File: src/rtl/apb_req_bridge.sv
// apb_req_bridge: host valid/ready requests -> small FIFO -> APB master.
// Each request runs SETUP then ACCESS, and one response is returned per request, in order.
// Optional feature macro: APB_TIMEOUT_EN aborts an ACCESS phase after TIMEOUT_CYC cycles
// and flags it with rsp_err. In the default build rsp_err is tied low.
module apb_req_bridge #(
  parameter int unsigned ADDR_W      = 12,
  parameter int unsigned DATA_W      = 32,
  parameter int unsigned FIFO_DEPTH  = 2,
  parameter int unsigned TIMEOUT_CYC = 255
) (
  input  logic              clk,
  input  logic              rst,
  input  logic              req_valid,
  output logic              req_ready,
  input  logic [ADDR_W-1:0] req_addr,
  input  logic              req_we,
  input  logic [DATA_W-1:0] req_wdata,
  output logic              rsp_valid,
  input  logic              rsp_ready,
  output logic [DATA_W-1:0] rsp_rdata,
  output logic              rsp_err,
  output logic [ADDR_W-1:0] paddr,
  output logic              pwrite,
  output logic              psel,
  output logic              penable,
  output logic [DATA_W-1:0] pwdata,
  input  logic [DATA_W-1:0] prdata,
  input  logic              pready
);

  localparam int unsigned PTR_W = $clog2(FIFO_DEPTH);
  localparam int unsigned CNT_W = PTR_W + 1;

  // Elaboration-time parameter sanity checks
  if (FIFO_DEPTH < 2 || (FIFO_DEPTH & (FIFO_DEPTH - 1)) != 0) begin : g_bad_depth
    $error("apb_req_bridge: FIFO_DEPTH must be a power of two >= 2");
  end
  if (TIMEOUT_CYC < 1 || TIMEOUT_CYC > 256) begin : g_bad_timeout
    $error("apb_req_bridge: TIMEOUT_CYC must fit the 8-bit ACCESS counter");
  end

  typedef enum logic [1:0] {
    S_IDLE,
    S_SETUP,
    S_ACCESS,
    S_RESP
  } state_e;

  // Request FIFO storage and pointers
  logic [ADDR_W-1:0] mem_addr_q  [FIFO_DEPTH];
  logic              mem_we_q    [FIFO_DEPTH];
  logic [DATA_W-1:0] mem_wdata_q [FIFO_DEPTH];
  logic [PTR_W-1:0]  wr_ptr_q, rd_ptr_q;
  logic [CNT_W-1:0]  count_q, count_d;
  logic              fifo_full, fifo_empty, push, pop;

  // APB / response registers
  state_e            state_q;
  logic [ADDR_W-1:0] paddr_q;
  logic              pwrite_q, psel_q, penable_q;
  logic [DATA_W-1:0] pwdata_q;
  logic              rsp_valid_q;
  logic [DATA_W-1:0] rsp_rdata_q;
`ifdef APB_TIMEOUT_EN
  logic [7:0]        tmo_cnt_q;
  logic              rsp_err_q;
`endif

  assign fifo_full  = (count_q == CNT_W'(FIFO_DEPTH));
  assign fifo_empty = (count_q == '0);
  assign req_ready  = !fifo_full && !rst;
  assign push       = req_valid && req_ready;
  // A pop is the FSM starting a new transfer: from IDLE, or straight out of RESP
  // on the handshake cycle.
  assign pop        = !fifo_empty &&
                      ((state_q == S_IDLE) || ((state_q == S_RESP) && rsp_ready));

  // Occupancy next-state: simultaneous push and pop leave it unchanged
  always_comb begin
    count_d = count_q;
    case ({push, pop})
      2'b10:   count_d = count_q + CNT_W'(1);
      2'b01:   count_d = count_q - CNT_W'(1);
      default: count_d = count_q;
    endcase
  end

  // FIFO payload write (no reset needed, validity is tracked by count_q)
  always_ff @(posedge clk) begin
    if (push) begin
      mem_addr_q[wr_ptr_q]  <= req_addr;
      mem_we_q[wr_ptr_q]    <= req_we;
      mem_wdata_q[wr_ptr_q] <= req_wdata;
    end
  end

  // FIFO pointers and occupancy
  always_ff @(posedge clk) begin
    if (rst) begin
      wr_ptr_q <= '0;
      rd_ptr_q <= '0;
      count_q  <= '0;
    end else begin
      if (push) wr_ptr_q <= wr_ptr_q + PTR_W'(1);
      if (pop)  rd_ptr_q <= rd_ptr_q + PTR_W'(1);
      count_q <= count_d;
    end
  end

  // APB sequencing FSM with registered APB and response outputs
  always_ff @(posedge clk) begin
    if (rst) begin
      state_q     <= S_IDLE;
      paddr_q     <= '0;
      pwrite_q    <= 1'b0;
      psel_q      <= 1'b0;
      penable_q   <= 1'b0;
      pwdata_q    <= '0;
      rsp_valid_q <= 1'b0;
      rsp_rdata_q <= '0;
`ifdef APB_TIMEOUT_EN
      tmo_cnt_q   <= '0;
      rsp_err_q   <= 1'b0;
`endif
    end else begin
      unique case (state_q)
        S_IDLE: begin
          if (pop) begin
            state_q   <= S_SETUP;
            paddr_q   <= mem_addr_q[rd_ptr_q];
            pwrite_q  <= mem_we_q[rd_ptr_q];
            pwdata_q  <= mem_wdata_q[rd_ptr_q];
            psel_q    <= 1'b1;
            penable_q <= 1'b0;
`ifdef APB_TIMEOUT_EN
            tmo_cnt_q <= '0;
`endif
          end
        end
        S_SETUP: begin
          state_q   <= S_ACCESS;
          penable_q <= 1'b1;
        end
        S_ACCESS: begin
          if (pready) begin
            state_q     <= S_RESP;
            psel_q      <= 1'b0;
            penable_q   <= 1'b0;
            rsp_valid_q <= 1'b1;
            rsp_rdata_q <= pwrite_q ? '0 : prdata;
`ifdef APB_TIMEOUT_EN
            rsp_err_q   <= 1'b0;
          end else if (tmo_cnt_q == 8'(TIMEOUT_CYC - 1)) begin
            state_q     <= S_RESP;
            psel_q      <= 1'b0;
            penable_q   <= 1'b0;
            rsp_valid_q <= 1'b1;
            rsp_rdata_q <= '0;
            rsp_err_q   <= 1'b1;
          end else begin
            tmo_cnt_q   <= tmo_cnt_q + 8'd1;
`endif
          end
        end
        S_RESP: begin
          if (rsp_ready) begin
            rsp_valid_q <= 1'b0;
            if (pop) begin
              state_q   <= S_SETUP;
              paddr_q   <= mem_addr_q[rd_ptr_q];
              pwrite_q  <= mem_we_q[rd_ptr_q];
              pwdata_q  <= mem_wdata_q[rd_ptr_q];
              psel_q    <= 1'b1;
              penable_q <= 1'b0;
`ifdef APB_TIMEOUT_EN
              tmo_cnt_q <= '0;
`endif
            end else begin
              state_q <= S_IDLE;
            end
          end
        end
        default: state_q <= S_IDLE;
      endcase
    end
  end

  assign paddr     = paddr_q;
  assign pwrite    = pwrite_q;
  assign psel      = psel_q;
  assign penable   = penable_q;
  assign pwdata    = pwdata_q;
  assign rsp_valid = rsp_valid_q;
  assign rsp_rdata = rsp_rdata_q;
`ifdef APB_TIMEOUT_EN
  assign rsp_err   = rsp_err_q;
`else
  assign rsp_err   = 1'b0;
`endif

endmodule
File: config.mk
export PLATFORM = sky130hd
export DESIGN_NAME = apb_req_bridge
export DESIGN_NICKNAME = d
export VERILOG_FILES = /design/src/rtl/apb_req_bridge.sv
export SDC_FILE = /design/constraint.sdc
export NUM_CORES = 1
export LEC_CHECK = 0
export ABC_AREA = 0
export CORE_ASPECT_RATIO = 1.25
export CORE_MARGIN = 2
export CORE_UTILIZATION = 43
export CTS_BUF_LIST = sky130_fd_sc_hd__clkbuf_4
export CTS_CLUSTER_SIZE = 28
export DETAILED_ROUTE_END_ITERATION = 6
export GPL_TIMING_DRIVEN = 0
export PLACE_DENSITY_LB_ADDON = 0.15
export SLEW_MARGIN = 20
export SYNTH_ARGS = -nofsm -noshare
export SYNTH_HDL_FRONTEND = slang
export SYNTH_SLANG_ARGS = --single-unit
File: constraint.sdc
create_clock -name clk -period 5.5 [get_ports clk]
set_clock_uncertainty 0.15 [all_clocks]
set_input_delay 0.55 -clock clk [delete_from_list [all_inputs] [get_ports clk]]
set_output_delay 0.55 -clock clk [all_outputs]
set_load 0.05 [all_outputs]
==> Word level (Yosys, flattened, before mapping) <==
Memories as Yosys holds them, arrays and structs flattened. A register that Yosys moved wholly into a read port is not among the register bits.
Cells that the tools add are included.
{ "totals": {"regBits": 86, "mem_bits_ro": 0, "latchBits": 0, "word_cells": 81, "inputBits": 82, "mem_count": 3, "ram_bits": 90} }
{ "mem_list": {"columns": ["memory", "depth", "word_bits", "rd", "rd_clocked_by_memory_dff", "wr", "line", "source"], "rows": [
  ["mem_wdata_q", 2, 32, 1, 1, 1, "52", "logic [DATA_W-1:0] mem_wdata_q [FIFO_DEPTH];"],
  ["mem_addr_q", 2, 12, 1, 1, 1, "50", "logic [ADDR_W-1:0] mem_addr_q [FIFO_DEPTH];"],
  ["mem_we_q", 2, 1, 1, 1, 1, "51", "logic mem_we_q [FIFO_DEPTH];"]
]} }
{ "classes": {"n_reduce_logical": 20, "eq_ne": 9, "n_mul": 0, "n_lt_le_gt_ge": 0, "shifts": 0, "n_bitwise": 0, "addsub": 4, "muxes": 34, "div": 0} }
{ "ops": {"columns": ["op", "count"], "rows": [
  ["32-bit two-way mux", 3],
  ["32-bit case mux with 2 select lines", 1],
  ["12-bit two-way mux", 2],
  ["12-bit case mux with 2 select lines", 1],
  ["1-bit two-way mux", 18],
  ["3-bit AND reduction", 3],
  ["2-bit == test, second input constant", 4],
  ["2-bit case mux with 4 select lines", 1],
  ["2-bit two-way mux", 3],
  ["2-bit != test, second input constant", 3],
  ["2-bit AND reduction", 3],
  ["2-bit nonzero test", 3],
  ["2-bit by 1-bit == test with 1-bit output, second input constant", 2],
  ["1-bit logical AND", 4],
  ["2-bit zero test", 2],
  ["1-bit case mux with 2 select lines", 2],
  ["1-bit case mux with 4 select lines", 1],
  ["2-bit case mux with 2 select lines", 1],
  ["1-bit zero test", 3],
  ["1-bit case mux with 3 select lines", 1],
  ["3-bit nonzero test", 1],
  ["1-bit adder, second input constant", 2],
  ["2-bit by 1-bit adder with 2-bit output, second input constant", 1],
  ["2-bit by 1-bit subtractor with 2-bit output, second input constant", 1],
  ["1-bit logical OR", 1]
]} }

==> Longest topological paths before layout <==
{ "logic_depth": {"word_depth": 7, "ltp_mapped": 8, "depth_no_buf": 8} }

==> Worst setup path before layout <==
Ideal clock, no wire load.
{ "synth_timing": {"path_kind": "input -> register", "from": "in rst", "to": "mem mem_addr_q[0][0] (enable)", "n_path_buf": 1, "path_slack_ps": 1967, "stages": 3, "t_required_ps": 4902, "setup_ps": 448, "t_arrival_ps": 2935, "path_cell_list": "clkbuf_1 -> a211o_1 -> nor2_1"} }
{ "synth_via": {"elab_chain_len": 5} }
{ "synth_lines": {"columns": ["item", "line", "source"], "rows": [
  ["start: declaration", "12", "input logic rst,"],
  ["1-bit zero test", "71", "assign req_ready = !fifo_full && !rst;"],
  ["1-bit logical AND", "71", null],
  ["1-bit logical AND", "72", "assign push = req_valid && req_ready;"],
  ["1-bit two-way mux", "90", "if (push) begin"],
  ["1-bit two-way mux (not written as such)", "91", "mem_addr_q[wr_ptr_q] <= req_addr;"],
  ["end: declaration", "50", null]
]} }
No other way between the ends.

==> Worst setup path after layout <==
{ "layout_timing": {"from": "in rst", "to": "out req_ready"} }
{ "layout_via": {"elab_chain_len": 2} }
{ "layout_lines": {"columns": ["item", "line", "source"], "rows": [
  ["1-bit zero test", "71", null],
  ["1-bit logical AND", "71", null],
  ["end: declaration", "14", "output logic req_ready,"]
]} }
No other way between the ends.

==> summary by stage <==
Run status
The flow ran to the end, and the final reports show no timing, DRC or antenna violations.

Setup path
The data required time of the critical path is 4.80 ns. The largest driver fanout on the critical path is 10. Setup slack on the worst reg-to-reg path comes out at 3.10 ns.

The worst setup path is captured at a primary output. The critical path is of the input port to primary output type. In this run the worst setup path begins at rst. The critical register-to-register path startpoint is state_q[1]. For the worst setup path, the data arrival time is 2.11 ns. The critical path startpoint category is an input port.

Drt
After detailed routing, the number of vias per cell comes to 4.99. After detailed routing, the average wire length per cell comes to 16.1 um. The final routed DRC violation total is 0.

The total vias in the final route is 4395. The routed design has 14200 um of wire. The total iterations of the first detailed-routing run is 4. The number of routed nets with antenna violations is 0.

The starting DRC count in detailed routing is 112.

Clocking
Clock tree synthesis selected as its root buffer the cell sky130_fd_sc_hd__clkbuf_4. Buffers added to address setup during post-CTS repair amount to 0. TritonCTS built the clock tree. In this run, post-CTS hold repair placed 0 buffers. The clock edge transition at the registers on the reported setup and hold paths is 0.16 ns.

For this design, the sink count on the clock tree is 177. After clock tree synthesis, the repair step resized 0 gates. The clock latency of the later-clocked register in the worst-skew pair is 0.54 ns. The H-tree was split into 4 levels. The number of buffers on the longest clock path is 2. The number of buffers created by CTS is 17.

Pwr
Summing internal, switching and leakage power gives 0.00381 W. Across the VDD grid, the largest voltage drop is 0.253 mV. The power per cell area is 440 nW/um2. Summed over all cells, the static leakage comes to 2.90 nW.

Logic synthesis
After technology mapping, the gate count stands at 501. The average footprint of a synthesized cell is 12.9 um2. The number of unique standard cell types used by synthesis is 28. The share of synthesized flip-flops with an asynchronous set or reset is 0. The most used flip-flop cell after synthesis is sky130_fd_sc_hd__edfxtp_1. The number of flip-flops and latches in the synthesized netlist is 177. The synthesized netlist occupies a cell area of 6440 um2. The synthesized design spends more area on one cell type than any other, namely sky130_fd_sc_hd__edfxtp_1. The number of synthesized flops with an enable pin is 90.

Of the synthesized area, sequential elements account for 0.690. The top cell type's share of synthesized area is 0.420. The count of yosys warnings during synthesis is 0.

The post-synthesis net count is 589. Sorting the synthesized cells by area gives the leading types as sky130_fd_sc_hd__edfxtp_1 (42%), sky130_fd_sc_hd__dfxtp_1 (27%), sky130_fd_sc_hd__mux2i_1 (7.3%), sky130_fd_sc_hd__a211oi_1 (5.2%), sky130_fd_sc_hd__nor2_1 (5.2%). The commonest cells after synthesis are sky130_fd_sc_hd__edfxtp_1 (90), sky130_fd_sc_hd__nor2_1 (89), sky130_fd_sc_hd__dfxtp_1 (87).

Yosys instantiated no cell more often than sky130_fd_sc_hd__edfxtp_1.

STA
Headroom to the max-slew limit came out at 0.548. The final number of setup-violating endpoints is 0. The max-slew violation count is 0. In the final timing run, aggregate negative setup slack is 0 ns. Setup repair after global routing left no endpoint under its margin.

The minimum period implied by the final worst setup slack is 2.81 ns. The worst-margin pin slew is 0.669 ns. The count of final hold-check violations is 0. The peak clock frequency supported by timing is 356 MHz. Setup slack on the critical path of the routed design comes to 2.69 ns. The post-route clock period utilization is 0.511.

Die
The floorplan step defined a die boundary enclosing 16000 um2. For this configuration, the core starts out at a cell density of 0.434. 164 I/O pins were placed. The core region area is 14800 um2.

The floorplan row count is 50. Measured along the y axis, the die boundary spans 141 um. The die is 113 um wide.

Global routing
The number of antenna violations at the first check in global routing is 1. For this run, the total global-route usage over all layers was measured as 0.180. Global routing finished with a remaining overflow of 0. The maximum number of pins on one net before global-route repair is 19. The first global-routing pass estimated 22300 um of wire. The number of global-route vias before repair is 4583.

Worst hold path
The beginning of the worst hold path is rsp_rdata[0]. The path class of the tightest hold or removal check is register to register.

Cells and area
In the final layout, the share of cells above drive strength 1 is 0.0731. The net count of the finished layout is 773. The layout has 1301 filler cells.

The final non-filler cell area is 8660 um2. From synthesis to final layout, the design area changed by 34.5%. The final core area utilization is 0.584.

Placed design
The placement-stage cell area is 8400 um2. At the end of routability-driven placement, the weighted congestion stood at 0.776. The setup slack after placement is 2.66 ns.

After legalization and detailed placement, the total HPWL measured 10400 um. Buffers placed on the I/O ports in this run total 161.

Flow run
The total of max-cap violations is 0.
-- stage by stage --
step	instances	hold WS, ns
6_report	881	0.358
5_1_grt	881	0.333
4_1_cts	880	0.358
3_5_place_dp	848	0.328
3_3_place_gp	844	0.319
2_1_floorplan	501	0.331
-- cells in the final DEF (no fill, tap or decap), drive strengths merged --
cell type      synthesis  routed
ha                     6       6
xor2                   1       1
or2                    1       1
edfxtp                90      90
nor3                   2       2
inv                    7      16
a311oi                 1       1
a211o                  1       1
nor3b                 32      32
buf                   11      15
clkinvlp               0       4
nand2                  2       2
a31oi                  1       1
nand2b                 3       3
a211oi                45      45
clkinv                 0       1
dfxtp                 87      87
or3                    1       1
and2                   1       1
o311ai                 1       1
a21oi                 40      40
o211a                  1       1
xnor2                  3       3
mux2i                 47      47
nor2                  89      89
conb                   1       1
o21ai                  3       3
clkbuf                24      42
diode                  0       1
clkdlybuf4s50          0     161
-- cells by family after synthesis --
family                     synth area share
AOI/OAI and AO/OA                    0.0925
xor gates and xnor gates            0.00544
adders and majority gates            0.0117
buffers and inverters                0.0270
DFF                                   0.690
muxes                                0.0731
other                              0.000582
and+or+nand+nor                      0.0995
-- path summary, 6_finish.rpt --
kind	to	cells past startpoint
max	req_ready	4
min	rsp_rdata[0]	2
max reg2reg	pwrite	6
min reg2reg	rsp_rdata[0]	2
-- layout make-up --
type / instances / area [um2] / area share
repair buffers: 165 / 1720 / 0.199
inverters: 7 / 26.3 / 0.00304
clock buffers: 18 / 135 / 0.0156
multi-input cells: 282 / 1840 / 0.212
plain buffers: 35 / 148 / 0.0171
well taps: 182 / 228 / 0.0263
clock inverters: 14 / 116 / 0.0134
flip-flops and latches: 177 / 4440 / 0.513
diodes: 1 / 2.50 / 0.000289
-- power by group --
group / switching (W) / internal (W) / total (W)
sequential: 0.0000878 / 0.00157 / 0.00166
clock: 0.000460 / 0.000198 / 0.000658
combinational: 0.000957 / 0.000536 / 0.00149
total: 0.00150 / 0.00231 / 0.00381
-- flip-flops by register name, summed over array words and instances (netlist names), named ones only --
name and count:
penable 1, wr_ptr_q 1, mem_addr_q 24, rsp_valid 1, paddr 12, rd_ptr_q 1
count_q 2, mem_wdata_q 64, mem_we_q 2, pwdata 32, state_q 2, rsp_rdata 32
pwrite 1, psel 1
-- critical path: stages --
cell,delay (ns)
sky130_fd_sc_hd__clkbuf_1,0.34
sky130_fd_sc_hd__clkbuf_1,0.41
sky130_fd_sc_hd__a21oi_1,0.08
sky130_fd_sc_hd__clkdlybuf4s50_1,0.73
-- layer usage --
layer,up-vias,wire [um],GRT usage
met5,-,0,0
met4,0,257,0.0616
met3,20,804,0.0559
met2,138,7390,0.327
met1,2055,5780,0.198
li1,2182,-,-
Power figures use the tool's default switching activity.
